$ cat src/rtl/w_seq_gen_pkg.sv
// Shared definitions for the serial w-stream generator and its companion detector bench:
// state encodings, default pattern width and the len field width.
package w_seq_gen_pkg;

  localparam int W_DEFAULT_WIDTH = 16;
  localparam int LEN_W           = 5;

  typedef enum logic [1:0] {
    ST_IDLE  = 2'b00,
    ST_SHIFT = 2'b01,
    ST_DONE  = 2'b10
  } state_t;

  // Requests longer than the register are trimmed to the register width.
  function automatic logic [LEN_W-1:0] clamp_len(input logic [LEN_W-1:0] l,
                                                 input int unsigned     max_len);
    if (32'(l) > max_len) begin
      clamp_len = LEN_W'(max_len);
    end else begin
      clamp_len = l;
    end
  endfunction

endpackage

$ cat src/rtl/w_shift_reg.sv
// Loadable LSB-first shift register; keeps a copy of the loaded pattern so
// repeated passes can restart from bit 0 without a bubble.
module w_shift_reg #(
  parameter int WIDTH = 16
) (
  input  logic             clk,
  input  logic             reset,
  input  logic             load,
  input  logic             advance,
  input  logic             reload,
  input  logic             clear,
  input  logic [WIDTH-1:0] pattern,
  output logic             bit_out
);

  logic [WIDTH-1:0] shift_r;
  logic [WIDTH-1:0] saved_r;

  // Shift/hold/reload datapath; clear wins so w is 0 whenever the FSM leaves SHIFT.
  always_ff @(posedge clk or negedge reset) begin
    if (!reset) begin
      shift_r <= '0;
      saved_r <= '0;
    end else if (clear) begin
      shift_r <= '0;
    end else if (load) begin
      shift_r <= pattern;
      saved_r <= pattern;
    end else if (reload) begin
      shift_r <= saved_r;
    end else if (advance) begin
      shift_r <= {1'b0, shift_r[WIDTH-1:1]};
    end else begin
      shift_r <= shift_r;
    end
  end

  assign bit_out = shift_r[0];

endmodule

$ cat src/rtl/w_seq_gen.sv
// Serial w-stream generator: accepts a pattern request and emits len bits LSB first,
// (repeat_cnt+1) times, advancing one bit per tick, then pulses done.
module w_seq_gen
  import w_seq_gen_pkg::*;
#(
  parameter int WIDTH = W_DEFAULT_WIDTH
) (
  input  logic             clk,
  input  logic             reset,
  input  logic             tick,
  input  logic             load_valid,
  output logic             load_ready,
  input  logic [WIDTH-1:0] pattern,
  input  logic [LEN_W-1:0] len,
  input  logic [3:0]       repeat_cnt,
  output logic             w,
  output logic             w_valid,
  output logic             busy,
  output logic             done
);

  state_t           state_r, state_n;
  logic [LEN_W-1:0] idx_r, idx_n;
  logic [LEN_W-1:0] len_r, len_n;
  logic [3:0]       rep_r, rep_n;
  logic             w_valid_r, busy_r, done_r, ready_r;
  logic [LEN_W-1:0] len_cl_s;
  logic             sr_load_s, sr_adv_s, sr_reload_s, sr_clear_s;

  assign len_cl_s = clamp_len(len, WIDTH);

  // Next-state, counter and shift-register control decode.
  always_comb begin
    state_n     = state_r;
    idx_n       = idx_r;
    len_n       = len_r;
    rep_n       = rep_r;
    sr_load_s   = 1'b0;
    sr_adv_s    = 1'b0;
    sr_reload_s = 1'b0;
    sr_clear_s  = 1'b0;
    case (state_r)
      ST_IDLE: begin
        if (load_valid) begin
          len_n = len_cl_s;
          rep_n = repeat_cnt;
          idx_n = '0;
          if (len_cl_s == 5'd0) begin
            state_n = ST_DONE;
          end else begin
            state_n   = ST_SHIFT;
            sr_load_s = 1'b1;
          end
        end else begin
          state_n = ST_IDLE;
        end
      end
      ST_SHIFT: begin
        if (tick) begin
          if (idx_r == len_r - 5'd1) begin
            idx_n = '0;
            if (rep_r != 4'd0) begin
              rep_n       = rep_r - 4'd1;
              sr_reload_s = 1'b1;
            end else begin
              state_n    = ST_DONE;
              sr_clear_s = 1'b1;
            end
          end else begin
            idx_n    = idx_r + 5'd1;
            sr_adv_s = 1'b1;
          end
        end else begin
          state_n = ST_SHIFT;
        end
      end
      ST_DONE: begin
        state_n = ST_IDLE;
        idx_n   = '0;
        rep_n   = 4'd0;
      end
      default: begin
        state_n    = ST_IDLE;
        idx_n      = '0;
        rep_n      = 4'd0;
        sr_clear_s = 1'b1;
      end
    endcase
  end

  // State, counters and output flags, all registered from the next state.
  always_ff @(posedge clk or negedge reset) begin
    if (!reset) begin
      state_r   <= ST_IDLE;
      idx_r     <= '0;
      len_r     <= '0;
      rep_r     <= 4'd0;
      w_valid_r <= 1'b0;
      busy_r    <= 1'b0;
      done_r    <= 1'b0;
      ready_r   <= 1'b1;
    end else begin
      state_r   <= state_n;
      idx_r     <= idx_n;
      len_r     <= len_n;
      rep_r     <= rep_n;
      w_valid_r <= (state_n == ST_SHIFT);
      busy_r    <= (state_n != ST_IDLE);
      done_r    <= (state_n == ST_DONE);
      ready_r   <= (state_n == ST_IDLE);
    end
  end

  w_shift_reg #(.WIDTH(WIDTH)) u_shift (
    .clk     (clk),
    .reset   (reset),
    .load    (sr_load_s),
    .advance (sr_adv_s),
    .reload  (sr_reload_s),
    .clear   (sr_clear_s),
    .pattern (pattern),
    .bit_out (w)
  );

  assign w_valid    = w_valid_r;
  assign busy       = busy_r;
  assign done       = done_r;
  assign load_ready = ready_r;

endmodule

$ cat config.mk
export PLATFORM = sky130hd
export DESIGN_NAME = w_seq_gen
export DESIGN_NICKNAME = d
export VERILOG_FILES = /design/src/rtl/w_seq_gen_pkg.sv /design/src/rtl/w_shift_reg.sv /design/src/rtl/w_seq_gen.sv
export SDC_FILE = /design/constraint.sdc
export NUM_CORES = 1
export LEC_CHECK = 0
export CAP_MARGIN = 20
export CORE_MARGIN = 4
export CORE_UTILIZATION = 56
export CTS_CLUSTER_DIAMETER = 80
export CTS_CLUSTER_SIZE = 8
export DETAILED_ROUTE_END_ITERATION = 7
export PLACE_DENSITY = 0.8
export SYNTH_ARGS = -nofsm -noshare
export SYNTH_HDL_FRONTEND = slang
export SYNTH_HIERARCHICAL = 1
export SYNTH_SLANG_ARGS = --single-unit
$ cat constraint.sdc
create_clock -name clk -period 3.5 [get_ports clk]
set_input_delay 0.525 -clock clk [delete_from_list [all_inputs] [get_ports clk]]
set_output_delay 0.525 -clock clk [all_outputs]
set_load 0.01 [all_outputs]
==> results of run 1 <==
==> logic make-up after synthesis <==
group	count (synthesis)
buffers and inverters	23
muxes	17
AOI/OAI and AO/OA	67
and+or+nand+nor	89
DFF	52
adders and majority gates	4
xor gates and xnor gates	6
==> layout make-up <==
cell class | instances | area [sq um] | share of cell area
Clock inverter | 2 | 16.3 | 0.00494
Tap cell | 67 | 83.8 | 0.0255
Inverter | 7 | 26.3 | 0.00798
Sequential cell | 52 | 1300 | 0.396
Timing Repair Buffer | 44 | 408 | 0.124
Multi-Input combinational cell | 183 | 1380 | 0.420
Clock buffer | 6 | 72.6 | 0.0220
==> how the worst max path moves through the flow <==
stage | from | end | depth (start not counted)
3_3_place_gp | len_r[0] | u_shift/saved_r[11] | 9
5_1_grt | len_r[0] | u_shift/shift_r[0] | 10
3_5_place_dp | len_r[0] | u_shift/saved_r[9] | 9
6_report | len_r[0] | u_shift/shift_r[4] | 10
4_1_cts | len_r[0] | u_shift/saved_r[9] | 9
2_1_floorplan | len_r[0] | u_shift/shift_r[10] | 10
==> synth_stat cells, types with 3 or more instances <==
cell type,instances,share of area
dfrtp_1,51,0.45
nand2_1,19,0.025
nor2b_1,19,0.042
mux2_2,17,0.068
a211o_1,15,0.046
a32o_1,15,0.053
nand2b_1,10,0.022
or2b_1,10,0.027
a21oi_1,8,0.014
o21ai_0,8,0.014
buf_6,7,0.028
inv_1,7,0.0093
nor3_1,7,0.012
nor2_1,6,0.0079
nand3_1,5,0.0088
buf_4,4,0.011
ha_1,4,0.018
clkbuf_1,3,0.0040
xnor2_1,3,0.0093
xor2_1,3,0.0093
==> flip-flops by register name, summed over array words and instances, names as in the netlist <==
signal,count
u_shift/saved_r,16
u_shift/shift_r,16
idx_r,5
len_r,5
rep_r,4
state_r,2
busy,1
done,1
load_ready,1
w_valid,1
==> stage by stage <==
stage               power [mW]  setup WS [ps]  std cells
floorplan                0.887            914        258
global placement         0.961            367        352
detailed placement       0.971            331        352
CTS                       1.31            302        360
global route              1.37            475        361
finish                    1.30            709        361
==> worst max-delay path: cells and delay by family (launching register included) <==
family / cells / cell delay, ps
xor gates and xnor gates: 1 / 140
adders and majority gates: 1 / 300
DFF: 1 / 410
AOI/OAI and AO/OA: 3 / 740
buffers and inverters: 2 / 410
and+or+nand+nor: 3 / 710
==> where the power goes <==
part	switching [mW]	total (mW)	internal [mW]
Sequential	0.0490	0.682	0.633
Combinational	0.157	0.281	0.124
Clock	0.198	0.341	0.143
Total	0.405	1.30	0.899
==> per-layer routing <==
layer	global-route usage	wire length, microns	vias to the layer above
li1	-	-	1013
met1	0.258	2630	993
met2	0.316	2670	63
met3	0.0408	285	5
met4	0.0515	57	0
met5	0	0	-
==> placed cells by master (no fill, tap or decap), drive strengths merged, types with 10 or more instances in the layout <==
master,n
dfrtp,51
clkdlybuf4s50,32
nand2,19
nor2b,19
mux2,17
a211o,15
a32o,15
buf,12
or2b,11
nand2b,10
o21ai,10
==> summary.md, run 1 <==
| Metric | Value |
|---|---|
| Outcome | `completed` |
| Layout cells sized above 1 | `0.160` |
| Vias in the first global route | `2010` |
| Largest family of logic cells by synthesized area | `compound AO/OA/AOI/OAI gates` |
| Vias per inst | `5.75` |
| Clock Latency Late Sink | `310 ps` |
| WL per Instance | `15.6 microns` |
| Largest net degree at the start of global routing | `37` |
| Cell Area, Synth | `2830 sq um` |
| Antenna violations before repair | `0` |
| Top_reg_cell synth | `dfrtp_1` |
| Max incr delay on CP | `410 ps` |
| Mean post-synth cell area | `11.0 sq um` |
| Min-Delay Path Class | `primary input to asynchronous set/reset pin` |
| Hpwl dp | `4000 microns` |
| Min Tclk post-route | `2790 ps` |
| Kind of critical path | `flop to flop` |
| Power per cell area | `396 nW/um^2` |
| Core Util, Final | `0.684` |
| Adder-cell area share of the yosys netlist | `0.0177` |
| Die Ht | `79.1 microns` |
| Leakage Power | `1.54 nW` |
| Placement Cell Area | `3200 sq um` |
| RePlAce Congestion | `0.796` |
| Clock transition at path regs | `100 ps` |
| Syn. warnings | `6` |
| Worst clock skew | `8.78 ps` |
| Async S/R FF share, synth | `1.00` |
| Post-synth EDFFs | `0` |
| P&R area growth vs syn | `16.3%` |
| Core area | `4820 sq um` |
| Die width | `79.1 microns` |
| Post-route ant nets | `0` |
| Worst R2R Setup Slack | `710 ps` |
| Final period utilization | `0.797` |
| Worst path required time | `3740 ps` |
| Global-route wire length before repair | `9470 microns` |
| Sequential area share after synthesis | `0.460` |
| Critical path arrival | `3030 ps` |
| Slew margin rel. | `0.554` |
| # fillers | `399` |
| Drc violations | `0` |
| Xor and xnor area share after synthesis | `0.0186` |
| Critical-path cell list | `inv_1 -> ha_1 -> xnor2_1 -> a211oi_2 -> o311ai_2 -> nor3_4 -> buf_4 -> nor3_1 -> nor2_4 -> a32o_1` |
| Max Fclk | `358 MHz` |
| Max FO, Critical Path | `34` |
| WL final | `5650 microns` |
| Reg2reg start | `len_r[0]` |
| Total Neg Setup Slack | `0 ps` |
| Hold Buf Count CTS | `0` |
| Reg-to-reg endpoint | `u_shift/shift_r[4]` |
| Post-synthesis cell type count | `49` |
| CTS Sinks | `52` |
| CTS tree | `yes` |
| Worst reg2reg path depth | `10` |
| Root Driver | `clkbuf_8` |
| Post-CTS Setup Bufs | `0` |
| Rows | `25` |
| RSZ-0062 raised after global routing | `false` |
| Die area | `6260 sq um` |
| CP startpoint kind | `flop` |
| Cells after synthesis | `258` |
| # port buffers | `33` |
| Drt initial violations | `179` |
| Clock Path Buffers | `2` |
| Final design instance area without fill | `3290 sq um` |
| Simple-gate share of the synthesized area | `0.189` |
| Final hold violations | `0` |
| Post-synthesis compound-gate area fraction | `0.192` |
| Max Slew Vio Count | `0` |
| Post_cts resized | `0` |
| Worst Max-Slew Pin Slew | `669 ps` |
| Peak VDD IR | `0.268 mV` |
| Aggregate global-route resource usage | `0.192` |
| #FFs+latches synth | `52` |
| Syn nets | `291` |
| DRT Pass-1 Iters | `5` |
| Max-cap violations | `0` |
| Post-synthesis mux area share | `0.0676` |
| Nets@finish | `326` |
| CTS Buf Count | `5` |
| H-tree levels | `2` |
| Io pins | `34` |
| Vias | `2074` |
| N_diodes | `0` |
| Hold WS | `243 ps` |
| Grt total ovfl | `0` |
| Count of final setup violators | `0` |
| CP max stage cell | `dfrtp_1` |
| Initial Util | `0.588` |
| CP endpoint kind | `flop` |
Note: power is estimated with default switching activity, not from simulation.
==> run 2, diff against run 1 <==
--- a/config.mk
+++ b/config.mk
@@ -7,11 +7,11 @@
 export LEC_CHECK = 0
 export CAP_MARGIN = 20
 export CORE_MARGIN = 4
-export CORE_UTILIZATION = 56
+export CORE_UTILIZATION = 50
 export CTS_CLUSTER_DIAMETER = 80
 export CTS_CLUSTER_SIZE = 8
 export DETAILED_ROUTE_END_ITERATION = 7
-export PLACE_DENSITY = 0.8
+export PLACE_DENSITY = 0.76
 export SYNTH_ARGS = -nofsm -noshare
 export SYNTH_HDL_FRONTEND = slang
 export SYNTH_HIERARCHICAL = 1
==> constraint.sdc (replaced) <==
create_clock -name clk -period 2.3 [get_ports clk]
set_input_delay 0.345 -clock clk [delete_from_list [all_inputs] [get_ports clk]]
set_output_delay 0.345 -clock clk [all_outputs]
set_load 0.01 [all_outputs]
==> summary.md, run 2 (same netlist as run 1, synthesis figures left out) <==
| Metric | Value |
|---|---|
| Die area | `6930 sq um (+11%)` |
| Critical path arrival | `2570 ps (-460 ps)` |
| Grt met3 use | `0.0278 (-0.0130)` |
| WL final | `6410 microns (+14%)` |
| Pre-CTS WS | `-76.2 ps (-407 ps)` |
| Core Util, Final | `0.671 (-0.0129)` |
| Clock transition at path regs | `100 ps (about the same)` |
| Die width | `83.3 microns (+5.2%)` |
| Final hold violations | `0 (unchanged)` |
| Drc violations | `0 (unchanged)` |
| Core area | `5510 sq um (+14%)` |
| Count of final setup violators | `15 (+15)` |
| Min Tclk post-route | `2370 ps (-423 ps)` |
| DRT Pass-1 Iters | `4 (-1)` |
| Antenna violations before repair | `0 (unchanged)` |
| Max Fclk | `422 MHz (+18%)` |
| Power per cell area | `619 nW/um^2 (+56%)` |
| Met2 Resource Use GR | `0.309 (-0.00662)` |
| Critical-path cell list | `inv_2 -> ha_4 -> xnor2_2 -> a211oi_2 -> buf_4 -> o311ai_4 -> nor3_4 -> buf_12 -> clkbuf_16 -> nor2b_1 -> a211o_1 -> a32o_1` |
| P&R area growth vs syn | `30.4%` |
| Min-Delay Path Class | `primary input to asynchronous set/reset pin` |
| Grt total ovfl | `0 (unchanged)` |
| CP bufs+invs | `4 (+2)` |
| Worst path required time | `2500 ps (-1240 ps)` |
| # port buffers | `33 (unchanged)` |
| Root Driver | `clkbuf_8` |
| N_diodes | `0 (unchanged)` |
| Clock Path Buffers | `2 (unchanged)` |
| Slew margin rel. | `0.571 (+0.0166)` |
| Vias per inst | `5.67 (-1.2%)` |
| Failing checks | `negative setup slack` |
| Global-route wire length before repair | `10600 microns (+12%)` |
| Top Registers | `u_shift/saved_r: 16 flops, u_shift/shift_r: 16 flops` |
| CP endpoint kind | `flop` |
| Die Ht | `83.3 microns (+5.2%)` |
| Largest net degree at the start of global routing | `53 (+43%)` |
| Outcome | `finished with violations` |
| Vias in the first global route | `2219 (+10%)` |
| CTS Buf Count | `5 (unchanged)` |
| H-tree levels | `2 (unchanged)` |
| CTS Sinks | `52 (unchanged)` |
| RePlAce Congestion | `0.842 (+5.8%)` |
| Post-route ant nets | `0 (unchanged)` |
| CTS tree | `yes` |
| Kind of critical path | `flop to flop` |
| Clock Latency Late Sink | `300 ps (about the same)` |
| Nets@finish | `347 (+6.4%)` |
| Max Slew Vio Count | `0 (unchanged)` |
| Final period utilization | `1.03 (+0.232)` |
| WL per Instance | `16.6 microns (+5.9%)` |
| Hpwl dp | `4120 microns (+3.0%)` |
| Hold Buf Count CTS | `0 (unchanged)` |
| Global route hottest layer | `met2` |
| Max incr delay on CP | `390 ps (-20 ps)` |
| Worst clock skew | `6.80 ps (-1.98 ps)` |
| Fin worst setup slack | `-68.0 ps (-777 ps)` |
| Most common cell after layout, fill and taps aside | `dfrtp_1` |
| Max FO, Critical Path | `4 (-88%)` |
| Drt initial violations | `211 (+18%)` |
| Vias | `2196 (+5.9%)` |
| RSZ-0062 raised after global routing | `true` |
| Io pins | `34 (unchanged)` |
| Peak VDD IR | `0.321 mV (+20%)` |
| Worst Max-Slew Pin Slew | `644 ps (-24.9 ps)` |
| CP max stage cell | `dfrtp_1` |
| CP delay by family, top | `compound AO/OA/AOI/OAI gates` |
| Initial Util | `0.514 (-0.0736)` |
| Rows | `27 (+8.0%)` |
| Aggregate global-route resource usage | `0.184 (-0.00819)` |
| Hold WS | `147 ps (-95.5 ps)` |
| Leakage Power | `1.71 nW (+11%)` |
| Most frequent cells in the layout | `dfrtp_1, clkdlybuf4s50_1, buf_4, nand2_1, mux2_2` |
| GRT met1 Usage | `0.250 (-0.00830)` |
| Max-cap violations | `0 (unchanged)` |
| Power, Total | `2.29 mW (+75%)` |
| Layout cells sized above 1 | `0.273 (+0.113)` |
| CP startpoint kind | `flop` |
## run 2: layer usage
metal	wire [microns]	vias to the layer above
li1	-	1055
met1	2850	1094
met2	3260	41
met3	241	6
met4	57	0
met5	0	-
## run 2: layout make-up
class	instances	area, sq um
Tap cell	72	90.1
Clock inverter	2	38.8
Fill cell	419	1810
Multi-Input combinational cell	183	1480
Inverter	7	26.3
Sequential cell	52	1300
Timing Repair Buffer	65	682
Clock buffer	6	72.6
## run 2: worst paths after layout
| path | start | endpoint | slack, ps | depth (start not counted) |
|---|---|---|---|---|
| max | len_r[1] | u_shift/shift_r[9] | -70 | 12 |
| min | reset | u_shift/saved_r[1] | 150 | 2 |
| max reg2reg | len_r[1] | u_shift/shift_r[9] | -70 | 12 |
| min reg2reg | u_shift/shift_r[8] | u_shift/shift_r[8] | 490 | 1 |
| max in group asynchronous | reset | len_r[2] | 1680 | 2 |
| min in group clk | u_shift/shift_r[8] | u_shift/shift_r[8] | 490 | 1 |
## run 2: power breakdown
group / internal [mW] / total, mW / switching, mW / leakage [nW]
logic: 0.325 / 0.623 / 0.298 / 0.985
registers: 0.963 / 1.03 / 0.0679 / 0.671
clock network: 0.329 / 0.633 / 0.304 / 0.0558
## run 2: worst reg2reg max path: cells and delay by family (launching register included)
family / cells / cell delay, ps
AOI/OAI and AO/OA: 4 / 800
buffers and inverters: 4 / 530
xor gates and xnor gates: 1 / 130
and+or+nand+nor: 2 / 220
adders and majority gates: 1 / 210
DFF: 1 / 390
## run 2: per-stage QoR
stage               setup TNS (ps)  area (sq um)  cells
finish                        -627          3690    387
global route                 -3150          3690    387
CTS                           -263          3630    385
detailed placement           -1730          3360    372
global placement             -40.7          3360    372
floorplan                    -1890          2860    258
## run 2: repair_timing
item                       in CTS  in global routing
pin swaps                       3                  9
buffers inserted                3                  1
resized for setup              11                  9
cloned                          2                  1
hold endpoints to repair        0                  0
setup endpoints to repair      31                 32
==> run 3, diff against run 2 <==
--- a/config.mk
+++ b/config.mk
@@ -16,3 +16,4 @@
 export SYNTH_HDL_FRONTEND = slang
 export SYNTH_HIERARCHICAL = 1
 export SYNTH_SLANG_ARGS = --single-unit
+export TNS_END_PERCENT = 100
==> results of run 3 <==
Same layout as run 2: the final DEF is identical, and so are final timing and power.
